==> src/rtl/adder_error_monitor.sv <==
// adder_error_monitor: streams (X, Y, S, Co) samples from an approximate adder and
// accumulates error statistics over a 2^LOG2_SAMPLES window.
module adder_error_monitor #(
    parameter int N            = 16,
    parameter int LOG2_SAMPLES = 10
) (
    input  logic                      clk,
    input  logic                      rst,
    input  logic                      start,
    input  logic                      in_valid,
    output logic                      in_ready,
    input  logic [N-1:0]              X,
    input  logic [N-1:0]              Y,
    input  logic [N-1:0]              S,
    input  logic                      Co,
    output logic                      busy,
    output logic                      done,
    output logic [LOG2_SAMPLES:0]     err_count,
    output logic [N+LOG2_SAMPLES-1:0] sum_ed,
    output logic [N-1:0]              max_ed,
    output logic [LOG2_SAMPLES:0]     zero_count,
    output logic [N-1:0]              med
);
    localparam int L = LOG2_SAMPLES;
    typedef logic [L:0] cnt_t;
    typedef logic [N+L-1:0] sum_t;
    localparam cnt_t WIN  = {1'b1, {L{1'b0}}};
    localparam cnt_t LAST = {1'b0, {L{1'b1}}};
    typedef enum logic [1:0] {IDLE, RUN, DRAIN, DONE} state_t;
    state_t       state_q, state_d;
    cnt_t         cnt_q, cnt_d, err_q, err_d, zero_q, zero_d;
    sum_t         sum_q, sum_d;
    logic [N-1:0] max_q, max_d, med_q, med_d, ed1_q, ed2_q;
    logic         v1_q, mis1_q, zero1_q, v2_q, mis2_q, zero2_q;
    logic [N:0]   exact;
    logic         accept, clear;
    assign exact      = {1'b0, X} + {1'b0, Y};
    assign in_ready   = (state_q == RUN) && (cnt_q < WIN);
    assign accept     = in_valid && in_ready;
    assign busy       = (state_q == RUN) || (state_q == DRAIN);
    assign done       = state_q == DONE;
    assign err_count  = err_q;
    assign sum_ed     = sum_q;
    assign max_ed     = max_q;
    assign zero_count = zero_q;
    assign med        = med_q;
    always_comb begin
        state_d = state_q;
        clear   = 1'b0;
        case (state_q)
            IDLE, DONE: if (start) begin
                state_d = RUN;
                clear   = 1'b1;
            end
            RUN:     if (accept && cnt_q == LAST) state_d = DRAIN;
            DRAIN:   if (!v1_q && !v2_q) state_d = DONE;
            default: state_d = IDLE;
        endcase
        cnt_d  = clear ? '0 : cnt_q + cnt_t'(accept);
        err_d  = clear ? '0 : err_q + cnt_t'(v2_q && mis2_q);
        zero_d = clear ? '0 : zero_q + cnt_t'(v2_q && zero2_q);
        sum_d  = clear ? '0 : sum_q + (v2_q ? sum_t'(ed2_q) : '0);
        max_d  = clear ? '0 : (v2_q && ed2_q > max_q) ? ed2_q : max_q;
        // sum_q is final by the time DRAIN exits, so the mean is captured on that edge
        med_d  = clear ? '0 : (state_q == DRAIN && state_d == DONE) ? sum_q[N+L-1:L] : med_q;
    end
    always_ff @(posedge clk) begin
        if (rst) begin
            state_q <= IDLE;
            cnt_q   <= '0;
            err_q   <= '0;
            zero_q  <= '0;
            sum_q   <= '0;
            max_q   <= '0;
            med_q   <= '0;
            v1_q    <= 1'b0;
            ed1_q   <= '0;
            mis1_q  <= 1'b0;
            zero1_q <= 1'b0;
            v2_q    <= 1'b0;
            ed2_q   <= '0;
            mis2_q  <= 1'b0;
            zero2_q <= 1'b0;
        end else begin
            state_q <= state_d;
            cnt_q   <= cnt_d;
            err_q   <= err_d;
            zero_q  <= zero_d;
            sum_q   <= sum_d;
            max_q   <= max_d;
            med_q   <= med_d;
            v1_q    <= accept;
            ed1_q   <= (S > exact[N-1:0]) ? S - exact[N-1:0] : exact[N-1:0] - S;
            mis1_q  <= (S != exact[N-1:0]) || (Co != exact[N]);
            zero1_q <= exact[N-1:0] == '0;
            v2_q    <= v1_q;
            ed2_q   <= ed1_q;
            mis2_q  <= mis1_q;
            zero2_q <= zero1_q;
        end
    end
endmodule
==> config.mk <==
export PLATFORM = sky130hd
export DESIGN_NAME = adder_error_monitor
export DESIGN_NICKNAME = d
export VERILOG_FILES = /design/src/rtl/adder_error_monitor.sv
export SDC_FILE = /design/constraint.sdc
export NUM_CORES = 1
export LEC_CHECK = 0
export CAP_MARGIN = 20
export CORE_ASPECT_RATIO = 1.25
export CORE_MARGIN = 1
export CORE_UTILIZATION = 59
export CTS_CLUSTER_DIAMETER = 40
export DETAILED_ROUTE_END_ITERATION = 8
export PLACE_DENSITY = 0.87
export SLEW_MARGIN = 20
export SYNTH_ARGS = -nofsm -noshare
export SYNTH_HDL_FRONTEND = slang
export SYNTH_SLANG_ARGS = --single-unit
==> constraint.sdc <==
create_clock -name clk -period 10.92 [get_ports clk]
set_input_delay 1.638 -clock clk [delete_from_list [all_inputs] [get_ports clk]]
set_output_delay 1.638 -clock clk [all_outputs]
set_load 0.01 [all_outputs]
==> reports/summary.md, run 1 <==
TritonCTS created 17 clock buffers. The number of global-route vias before repair came out at 7527. The tools report the final-report max-slew violation count as 0. The worst-case clock skew was 0.006456 ns. In this run the critical register-to-register path is launched from v2_q. For the worst setup path, the data required time is 11.22 ns.

In this run, synthesis inferred 0 flip-flops with an integrated enable. Setup repair after global routing left no endpoint under its margin. The net count of the finished layout is 1257. The leading cell type by number of instances after synthesis is sky130_fd_sc_hd__dfxtp_1. The longest individual stage delay on the worst path is 0.72 ns.

After synthesis, the cell types taking the most area are sky130_fd_sc_hd__dfxtp_1 31%, sky130_fd_sc_hd__ha_1 12%, sky130_fd_sc_hd__nor2_1 4.9%. Diode insertion count for antenna repair: 0. Setup total negative slack on the finished layout was measured at 0 ns. The routed design has 20640 um of wire. The multi-input combinational cell area is 5305 sq um. The power per cell area is 155.8 nW/um^2, and the headroom to the max-slew limit is 30.09%. The tools report the total overflow reported by the global router as 0. The synthesized netlist contains 74 unique library cells. The area added between synthesis and finish was 24.53%.

Across the run, the number of max-cap violations was 0. By area, the combinational part of the netlist is dominated by simple AND/OR/NAND/NOR gates. After synthesis, the most frequently instantiated cells are 131 x sky130_fd_sc_hd__dfxtp_1, 110 x sky130_fd_sc_hd__nor2_1, 83 x sky130_fd_sc_hd__ha_1. The tools report the clock latency at the later pin of the worst-skew pair as 0.42 ns. STA classifies the critical path endpoint as a flop.

Of the total synthesized cell area, the portion taken by full adders, half adders and majority gates is 13.36%. The simple logic cell fraction of the synthesized area is 22.16%, and the shortest clock period the worst path allows after layout is 6.503 ns. The most critical setup path has its startpoint at X[6].

The worst hold path begins at ed1_q[0]. The tools report the clock root buffer as sky130_fd_sc_hd__clkbuf_16. The combined global-route utilization of all metal layers was 28.90%; the total of cells resized after clock tree synthesis was 0. The die covers 14680 sq um. Core region area: 13810 sq um. For the worst-case hold slack, the log shows 0.4347 ns.

The number of port buffers works out to 135. The startpoint type of the worst setup path was an input pin. The tools report the end of the critical path as ed1_q[9]. For the number of iterations in the first detailed-routing pass, the log shows 5. Post-synthesis register bit count: 131. The initial core utilization was 60.63%; the clock-pin slew of the registers on the worst-case setup and hold paths was 0.06 ns. Of all cell types, the one taking the most synthesized area is sky130_fd_sc_hd__dfxtp_1. The flow ran to the end, and the final reports show no timing, DRC or antenna violations.

In the final routed layout, each cell accounts on average for 15.81 um. The number of fill cells in the layout is 1045. In this run the deepest clock path goes through 2 buffers.

The first global-routing pass estimated 33710 um of wire. The fraction of registers with async set or reset after synthesis came out at 0%. The number of DRC violations after detailed routing was 0; the fraction of the mapped netlist area in compound gates was 18.39%. Depth of the worst register-to-register path: 13. The critical path goes through clkdlybuf4s50_1 -> ha_1 -> a2111oi_0 -> o21a_1 -> or3_1 -> a21oi_1 -> o31a_1 -> o21a_1 -> or2_2 -> inv_1 -> ha_1 -> nand2_1 -> nor2_1 -> and3_1 -> nand3_1 -> nand2_1 -> nor3_2 -> nor3_4 -> a31o_2 -> mux2_1. For this run, the number of Yosys warnings is 0.

Final RePlAce weighted congestion: 0.9824. Among all stages on the critical path, the largest delay is contributed by sky130_fd_sc_hd__nor3_2. Entering global routing, the biggest net connects 60 pins. The clock drives 131 sinks. CTS built an H-tree with a depth of 4.

Pin placement for this block handled 136 I/O pins. The logs give 7.20 ns for the worst reg-to-reg setup slack and 448 for the violation count after the first detailed-routing iteration. For this design the static power due to leakage is 4.564 nW.

Synthesis produced a netlist with a net count of 1141. Mux cell area share after synthesis: 4.706%. After detailed routing, the number of vias per cell comes to 5.880. The floorplan has 48 rows. The synthesized netlist devotes 4.706% of its cell area to XOR and XNOR gates. Cell area after synthesis: 8374 sq um. For this design, the CTS-stage hold fixing added 0 buffers. In this run the worst path has a maximum fanout of 12.

The routed via count is 7674, and the number of standard cells after synthesis is 1001. The average footprint of a synthesized cell works out to 8.366 sq um. Cells with a size suffix above 1 make up 5.133% of the layout. In this run the remaining antenna-violating nets after routing total 0. Sequential cells were found to cover 31.32% of the synthesized design area.

The worst setup path is of the input pin to flop kind. The maximum frequency from static timing analysis was 153.8 MHz. Detailed placement ended at an HPWL of 15080 um. Measured along the y axis, the die boundary spans 135.2 um. The number of cells traversed by the worst hold path came out at 1.

The endpoint identified for the worst register-to-register timing path is sum_ed[22]. The die boundary width is 108.6 um, and the count of final hold-check violations is 0. Data arrives at the worst endpoint at 6.81 ns. Path class of the lowest-slack min-delay path: flop to flop. Post-CTS timing repair inserted 0 buffers for setup.

The initial antenna violation count was 0. Among all flip-flop cells after synthesis, the most frequent one is sky130_fd_sc_hd__dfxtp_1. The number of buffers and inverters on the critical path is 2. Summed over its instances, the top area cell type makes up 31.32% of the synthesized netlist area. Maximum VDD drop: 136.2 uV. In the finished design, the share of the clock period the worst path needs comes to 59.55%.

Cell class contributing the biggest share of worst-path delay: simple AND/OR/NAND/NOR gates. The tools report the area of all sequential standard cells as 2623 sq um. Setup violations remaining at the end of the flow were counted as 0. TritonCTS built the clock tree. At the pin with the least slew margin, the transition time is 1.049 ns.

The critical path runs through a total of 20 cells.
final cells by class:
type | instances | share of cell area [%]
multi-input cells | 755 | 50.87
flip-flops and latches | 131 | 25.15
well taps | 175 | 2.100
inverters | 73 | 2.627
repair buffers | 139 | 13.25
clock buffers | 19 | 4.247
clock inverters | 13 | 1.764
metal layers:
| layer | wire length, um | up-vias | GRT usage (%) |
|---|---|---|---|
| li1 | - | 3795 | - |
| met1 | 8186 | 3602 | 29.69 |
| met2 | 10940 | 223 | 55.38 |
| met3 | 811 | 54 | 5.051 |
| met4 | 702 | 0 | 13.66 |
| met5 | 0 | - | 0 |
report_power, final:
group / switching (mW) / total [mW] / internal [mW]
logic: 0.273 / 0.481 / 0.208
clock network: 0.210 / 0.597 / 0.387
registers: 0.0291 / 0.546 / 0.517
total: 0.513 / 1.63 / 1.11
state kept, by name, summed over array words and instances, names as in the netlist, 2 cells and up:
name,flops
zero_count,11
max_ed,16
sum_ed,26
err_count,11
ed1_q,16
med,16
state_q,2
cnt_q,11
ed2_q,16
per-stage QoR:
stage	cell area [sq um]	power, mW	utilization (%)	std cells	setup WS, ns
floorplan	8374	0.8915	-	1001	5.237
global placement	9802	1.012	70.96	1273	4.190
detailed placement	9802	1.022	70.96	1273	4.043
CTS	10430	1.622	75.50	1305	4.473
global route	10430	1.706	75.50	1305	4.176
finish	10430	1.625	75.50	1305	4.417
cell usage in the layout, fill, tap and decap left out, types with 4 or more instances in the layout:
| cell type | n |
|---|---|
| sky130_fd_sc_hd__o21a_1 | 10 |
| sky130_fd_sc_hd__nor2b_1 | 33 |
| sky130_fd_sc_hd__nor2_1 | 110 |
| sky130_fd_sc_hd__a31oi_1 | 16 |
| sky130_fd_sc_hd__nand2_1 | 49 |
| sky130_fd_sc_hd__o21bai_1 | 6 |
| sky130_fd_sc_hd__dfxtp_1 | 131 |
| sky130_fd_sc_hd__o31ai_1 | 6 |
| sky130_fd_sc_hd__a21o_1 | 27 |
| sky130_fd_sc_hd__inv_1 | 73 |
| sky130_fd_sc_hd__xnor2_1 | 18 |
| sky130_fd_sc_hd__a311oi_1 | 4 |
| sky130_fd_sc_hd__nor3_1 | 23 |
| sky130_fd_sc_hd__nand4_1 | 11 |
| sky130_fd_sc_hd__a31o_2 | 4 |
| sky130_fd_sc_hd__clkbuf_16 | 17 |
| sky130_fd_sc_hd__fa_1 | 4 |
| sky130_fd_sc_hd__nor3b_1 | 4 |
| sky130_fd_sc_hd__o21ai_0 | 40 |
| sky130_fd_sc_hd__or3_1 | 13 |
| sky130_fd_sc_hd__and4_1 | 9 |
| sky130_fd_sc_hd__a41o_1 | 5 |
| sky130_fd_sc_hd__o2bb2ai_1 | 5 |
| sky130_fd_sc_hd__nor4_1 | 10 |
| sky130_fd_sc_hd__and2_1 | 31 |
| sky130_fd_sc_hd__mux2i_1 | 36 |
| sky130_fd_sc_hd__a21oi_1 | 52 |
| sky130_fd_sc_hd__or2_2 | 8 |
| sky130_fd_sc_hd__ha_1 | 83 |
| sky130_fd_sc_hd__and3_1 | 9 |
| sky130_fd_sc_hd__xor2_1 | 27 |
| sky130_fd_sc_hd__buf_4 | 4 |
| sky130_fd_sc_hd__clkdlybuf4s50_1 | 135 |
| sky130_fd_sc_hd__o211ai_1 | 7 |
| sky130_fd_sc_hd__a211oi_1 | 6 |
| sky130_fd_sc_hd__nand3_1 | 27 |
| sky130_fd_sc_hd__bufinv_16 | 4 |
cell families (layout without fill, tap and decap cells):
family	after synthesis	after routing
simple gates	357	357
xor+xnor	45	45
mux	39	39
buf+inv	115	244
flops	131	131
compound gates	227	227
fa+ha+maj	87	87
worst min-delay path by stage:
stage / slack [ns] / endpoint
after global routing: 0.45 / ed2_q[13]
after detailed placement: 0.42 / mis2_q
after global placement: 0.42 / ed2_q[8]
after floorplan: 0.41 / ed2_q[0]
after CTS: 0.44 / ed2_q[7]
final: 0.43 / ed2_q[0]
(Power assumes the default switching activity.)
==> run 2: changes to the inputs <==
- CORE_UTILIZATION: 59 -> 49
- PLACE_DENSITY: 0.87 -> 0.77
- clock period: 10.92 -> 5.85 ns (I/O delays scaled with it)
==> run 2 against run 1 <==
Against the previous run:
- design area rose by 1.2%
- largest cell class unchanged
- die area rose by 20%
- clock power rose by 76%
- highest routed layer unchanged
- cell count rose by 4.4%
- first-iteration DRC count fell by 12%
- sequential cell count did not move
- sequential power rose by 87%
- core utilization fell by 13 points
==> reports/summary.md, run 2 (synthesized netlist as in run 1, its figures left out) <==
The total overflow reported by the global router is 0, and the violation count after the first detailed-routing iteration is 395. The core region area is 16780 sq um, and the worst-case clock buffer depth is 2. The diode insertion count for antenna repair was 0; the initial antenna violation count was 0. Global routing used 23.40% of the available tracks.

The post-route fraction of the period consumed by the critical path was 91.23%. Along the worst path, the maximum fanout reaches 12. The tools report the number of iterations in the first detailed-routing pass as 7. The flip-flop count of the largest register after layout was 26; the required arrival time at the worst endpoint was 6.15 ns. Clock tree synthesis found a total of 131 sinks.

The worst-case hold slack came out at 0.4335 ns. The count of pins on the block boundary is 136. The detail route stage leaves a number of antenna-violating nets equal to 0. Registers take 2623 sq um. The die boundary width was 118.9 um; the number of fill cells in the layout was 1484. The area of the die was 17620 sq um; the number of H-tree branching levels was 4. The commonest non-fill, non-tap cell in the layout was sky130_fd_sc_hd__clkdlybuf4s50_1.

The number of DRC violations after detailed routing is 0, and the number of global-route vias before repair is 7401. The largest net degree at the start of global routing is 47. Dividing the detail-routed wire length by the instance count gives 14.83 um.

Across the VDD grid, the largest voltage drop is 197.5 uV. The count of final hold-check violations was 0; the clock latency at the later pin of the worst-skew pair was 0.41 ns. Final RePlAce weighted congestion: 0.9101. TritonCTS built the clock tree. The smallest clock period supported by the final layout is computed as 5.337 ns. The final route contains 7636 vias. Setup slack closes at 0.5132 ns.

The number of setup buffers added after CTS is 0. The first global-routing pass estimated 33590 um of wire. Clock skew on the completed layout was measured at 0.01048 ns.

From bottom edge to top edge, the die measures 148.2 um. For the multi-input combinational cell area, the log shows 5309 sq um. The logs give 49.91% for the initial core utilization and 15650 um for the total half-perimeter wirelength after legalization and detailed placement. In this run the static leakage power is 4.620 nW. The worst endpoint data arrival time came out at 5.63 ns. Once the clock tree was built, the resizer swapped 0 gates to a different size. The critical path is of the input pin to flop type. Across the run, the number of max-cap violations was 0. The area growth from synthesis to layout is 26.03%. Buffers inserted to repair hold after CTS numbered 0. Setup total negative slack on the finished layout was measured at 0 ns. STA classifies the critical path startpoint as an input pin. The clock-pin slew of the registers on the worst-case setup and hold paths came out at 0.06 ns.

The flow ran to the end, and the final reports show no timing, DRC or antenna violations. The final-report max-slew violation count came out at 0. After the last flow step, the layout net total stands at 1271. The logs give 27.48% for the headroom to the max-slew limit and 0.1558 ns for the worst slack at placement. The number of buffers created by CTS was 17. Port buffering added 135 buffers. The critical path endpoint category is a flop. The transition time at the pin with the least slew margin came out at 1.088 ns. The power per cell area is 285.0 nW/um^2, and the ratio of cells with drive above 1 in the final layout is 6.305%. The tools report the number of placement rows as 53. The path class of the tightest hold or removal check is flop to flop.

After detailed routing, the number of vias per cell comes to 5.606. Setup repair after global routing left no endpoint under its margin. Based on the critical path, the design can be clocked at up to 187.4 MHz. The final layout contains routed wiring with a total length of 20190 um. For the number of setup violations in the final report, the log shows 0.

The clock root buffer was sky130_fd_sc_hd__clkbuf_16. In the layout the commonest cells are 135 x sky130_fd_sc_hd__clkdlybuf4s50_1, 131 x sky130_fd_sc_hd__dfxtp_1, 110 x sky130_fd_sc_hd__nor2_1, 83 x sky130_fd_sc_hd__ha_1, 73 x sky130_fd_sc_hd__inv_1.
## run 2: cell count changes in the layout (fill, tap and decap cells not counted)
cell,change
sky130_fd_sc_hd__clkbuf_1,-1
sky130_fd_sc_hd__clkbuf_8,-1
sky130_fd_sc_hd__a21oi_2,+1
sky130_fd_sc_hd__a21oi_1,-1
sky130_fd_sc_hd__bufinv_16,-1
sky130_fd_sc_hd__clkinv_2,+1
sky130_fd_sc_hd__buf_4,+14
sky130_fd_sc_hd__inv_6,+2
sky130_fd_sc_hd__clkinvlp_4,-2
## run 2: cell type report
class                           instances  area share [%]
Timing Repair Buffer                  153           14.08
Sequential cell                       131           24.85
Multi-Input combinational cell        755           50.30
Clock buffer                           17           4.031
Inverter                               73           2.596
Tap cell                              220           2.608
Clock inverter                         13           1.529
## run 2: critical path, stage by stage
cell and delay [ns]:
sky130_fd_sc_hd__clkdlybuf4s50_1 0.40, sky130_fd_sc_hd__ha_1 0.24, sky130_fd_sc_hd__fa_1 0.43, sky130_fd_sc_hd__a211oi_1 0.28
sky130_fd_sc_hd__o21ai_0 0.29, sky130_fd_sc_hd__a31o_1 0.35, sky130_fd_sc_hd__a31o_2 0.25, sky130_fd_sc_hd__a21o_1 0.20
sky130_fd_sc_hd__xnor2_1 0.23, sky130_fd_sc_hd__inv_1 0.07, sky130_fd_sc_hd__ha_1 0.34, sky130_fd_sc_hd__nand2_1 0.12
sky130_fd_sc_hd__nor2_1 0.05, sky130_fd_sc_hd__nand3_1 0.09, sky130_fd_sc_hd__nand2_1 0.13, sky130_fd_sc_hd__or3_1 0.56
sky130_fd_sc_hd__nand3_2 0.17, sky130_fd_sc_hd__mux2i_1 0.21, sky130_fd_sc_hd__mux2_2 0.34
## run 2: path summary, 6_finish.rpt
| kind | start | end | slack, ns | depth (start not counted) |
|---|---|---|---|---|
| setup reg to reg | v2_q | sum_ed[24] | 2.19 | 13 |
| setup / recovery | X[0] | ed1_q[14] | 0.51 | 19 |
| hold reg to reg | ed1_q[5] | ed2_q[5] | 0.43 | 1 |
| hold / removal | ed1_q[5] | ed2_q[5] | 0.43 | 1 |
## run 2: layer usage
layer / routed length, um / up-vias / GRT usage [%]
met5: 0 / - / 0
met4: 664 / 0 / 11.08
met3: 601 / 44 / 3.911
met2: 10560 / 182 / 44.09
met1: 8372 / 3592 / 25.25
li1: - / 3818 / -
## run 2: metrics by stage
stage | utilization [%] | instance area (sq um) | std cells | total power, mW
floorplan | - | 8374 | 1001 | 1.664
global placement | 59.41 | 9967 | 1332 | 1.946
detailed placement | 59.41 | 9967 | 1332 | 1.959
CTS | 62.91 | 10550 | 1362 | 3.019
global route | 62.91 | 10550 | 1362 | 3.170
finish | 62.91 | 10550 | 1362 | 3.008
## run 2: power by group
part           total (mW)  switching, mW  leakage, nW  internal, mW
Sequential           1.02         0.0530         1.06         0.965
Clock                1.05          0.388        0.289         0.666
Combinational       0.936          0.522         3.27         0.414
Total                3.01          0.963         4.62          2.05
==> run 3: changes to the inputs <==
- GPL_TIMING_DRIVEN: not set -> 0
==> run 3 against run 2 <==
Against the previous run:
- cell count up 1.8%
- fmax down 4.8%
- via count rose by 1.7%
- combinational power rose by 0.5%
- register-to-register slack got worse by 0.25 ns
- largest cell class unchanged
- largest power group unchanged
==> reports/summary.md, run 3 (synthesized netlist as in run 1, its figures left out) <==
The critical path endpoint category is a flop. Worst-case clock buffer depth: 2. Detail-routed net length per standard cell: 15.01 um.

Counting the fill cells in the layout gives 1461. From left edge to right edge, the die measures 118.9 um. The tree is rooted in a sky130_fd_sc_hd__clkbuf_16. By startpoint and endpoint, the worst setup path is classified as input pin to flop.

The number of setup violations in the final report is 0. The logs give 0.4323 ns for the worst-case hold slack and 0 for the count of maximum capacitance violations. For this design the static power due to leakage is 4.594 nW. After detailed routing, the number of remaining DRC violations is 0. Between clock sinks in the finished design, the worst skew comes to 0.009957 ns. The tools report the first-pass GRT wire length as 34500 um. The tools report the routed via count as 7769.

For this design, the slowest cell found on the critical path is sky130_fd_sc_hd__nor3_2. 136 I/O pins were placed. The power per cell area is 279.8 nW/um^2, and the violation count after the first detailed-routing iteration is 363. The worst setup path is launched from an input pin.

The commonest non-fill, non-tap cell in the layout was sky130_fd_sc_hd__clkdlybuf4s50_1. The initial utilization of the core area, before any placement, comes to 49.91%. The logs give 17 for the number of buffers created by CTS and 24.30% for the combined global-route utilization of all metal layers.

Summing all placed instances gives a cell area of 9991 sq um. The register with the most flip-flops in the layout has 26 of them. Number of placement rows: 53. Walking the worst path, the cells encountered are clkdlybuf4s50_1 -> ha_1 -> a2111oi_1 -> o21a_1 -> or3_1 -> a21oi_1 -> o31a_1 -> o21a_1 -> or2_2 -> inv_1 -> ha_1 -> nand2_1 -> nor2_1 -> and3_1 -> nand3_1 -> nand2_1 -> nor3_2 -> buf_2 -> nor4_1 -> a2bb2oi_1 -> mux2_1. The headroom to the max-slew limit is 44.13%. The sink count of the clock tree was 131; the final RePlAce weighted congestion was 0.9093. The flow ran to the end, and the final reports show no timing, DRC or antenna violations. The final layout contains 1295 nets. Derived from the worst setup path, the maximum achievable clock frequency is 178.4 MHz. The share of the core filled with cells in the final layout is 63.07%.

In this run the worst hold path is classified as flop to flop. Longest individual stage delay on the worst path: 0.43 ns. TritonCTS built the clock tree.

The later pin in the worst-skew pair is clocked with a latency of 0.42 ns. In this run the remaining antenna-violating nets after routing total 0. Area added between synthesis and finish: 26.36%. For the final routed database, the setup TNS stands at 0 ns.

The first TritonRoute pass finished after 5 iterations. Data on the critical path arrives at its endpoint at 5.91 ns. The count of final hold-check violations was 0; the post-route fraction of the period consumed by the critical path was 95.83%. The number of port buffers was 134; the core region area was 16780 sq um. The die covers 17620 sq um. For the wire length reported by the detailed router, the log shows 20810 um. The final instance area was 10580 sq um. Of all nets on the critical path, the largest fanout is 10. Using the TritonRoute via totals, the vias-per-cell ratio works out to 5.601.

The initial antenna violation count was 0. The worst slack at placement is -0.2886 ns, and the total half-perimeter wirelength after legalization and detailed placement is 16320 um. STA puts the critical path data required time at 6.15 ns. At the pin with the least slew margin, the transition time is 0.8380 ns. Of the cells placed in the final design, the portion with a size suffix greater than 1 is 5.398%. In this run the vertical extent of the chip is 148.2 um. The logs give 7379 for the number of global-route vias before repair and 0 for the diode insertion count for antenna repair.

The shortest clock period the worst path allows after layout is 5.606 ns. The top cell types in the final layout, fill and taps aside, are 134 x sky130_fd_sc_hd__clkdlybuf4s50_1, 131 x sky130_fd_sc_hd__dfxtp_1, 110 x sky130_fd_sc_hd__nor2_1, 83 x sky130_fd_sc_hd__ha_1, 73 x sky130_fd_sc_hd__inv_1. After clock tree synthesis, the clock-pin slew on the worst setup and hold paths is 0.05 ns.

The number of H-tree branching levels was 4. Once routing completed, OpenROAD measured the worst setup slack at 0.2441 ns. For the final-report max-slew violation count, the log shows 0. The largest net degree at the start of global routing was 17. The maximum VDD drop is 208.6 uV.

Setup repair after global routing left no endpoint under its margin. The total overflow left after global routing is 0.
## run 3: cell type report
type | count | area, sq um | area share, %
Sequential cell | 131 | 2623 | 24.78
Multi-Input combinational cell | 755 | 5315 | 50.23
Inverter | 73 | 274.0 | 2.590
Tap cell | 220 | 275.3 | 2.601
Buffer | 41 | 171.4 | 1.620
Clock buffer | 18 | 429.2 | 4.056
Timing Repair Buffer | 136 | 1356 | 12.82
Clock inverter | 13 | 137.6 | 1.301
## run 3: critical path, delay by kind of cell
family	cells	cell delay [ns]
muxes	1	0.34
and+or+nand+nor	9	1.82
buffers and inverters	3	0.79
adders and majority gates	2	0.60
AOI/OAI and AO/OA	6	1.45
## run 3: repair_timing
| item | 4_1_cts | 5_1_grt |
|---|---|---|
| gates resized for setup | 0 | 4 |
| hold buffers | 0 | 0 |
| setup endpoints to repair | 0 | 10 |
| buffers inserted | 0 | 2 |
## run 3: final timing paths
check / start / end / slack [ns] / cells after the start
worst max-delay path: X[6] / ed1_q[12] / 0.24 / 21
worst min-delay path: ed1_q[12] / ed2_q[12] / 0.43 / 1
worst max register to register: v2_q / sum_ed[25] / 1.94 / 14
worst min register to register: ed1_q[12] / ed2_q[12] / 0.43 / 1
## run 3: layer usage
layer | vias up | global-route usage, % | share of wire, %
met4 | 0 | 13.80 | 4.1
met5 | - | 0 | 0
li1 | 3868 | - | -
met3 | 56 | 3.183 | 3.5
met2 | 229 | 45.00 | 52
met1 | 3616 | 26.55 | 41
## run 3: through the flow
stage	instances	power (mW)
3_5_place_dp	1355	1.942
4_1_cts	1386	2.967
5_1_grt	1387	3.126
2_1_floorplan	1001	1.664
6_report	1387	2.961
3_3_place_gp	1355	1.932
## run 3: report_power, final
part / total, mW / internal [mW] / switching [mW]
logic: 0.941 / 0.402 / 0.539
clock network: 1.02 / 0.623 / 0.395
registers: 1.00 / 0.965 / 0.0378
total: 2.96 / 1.99 / 0.971
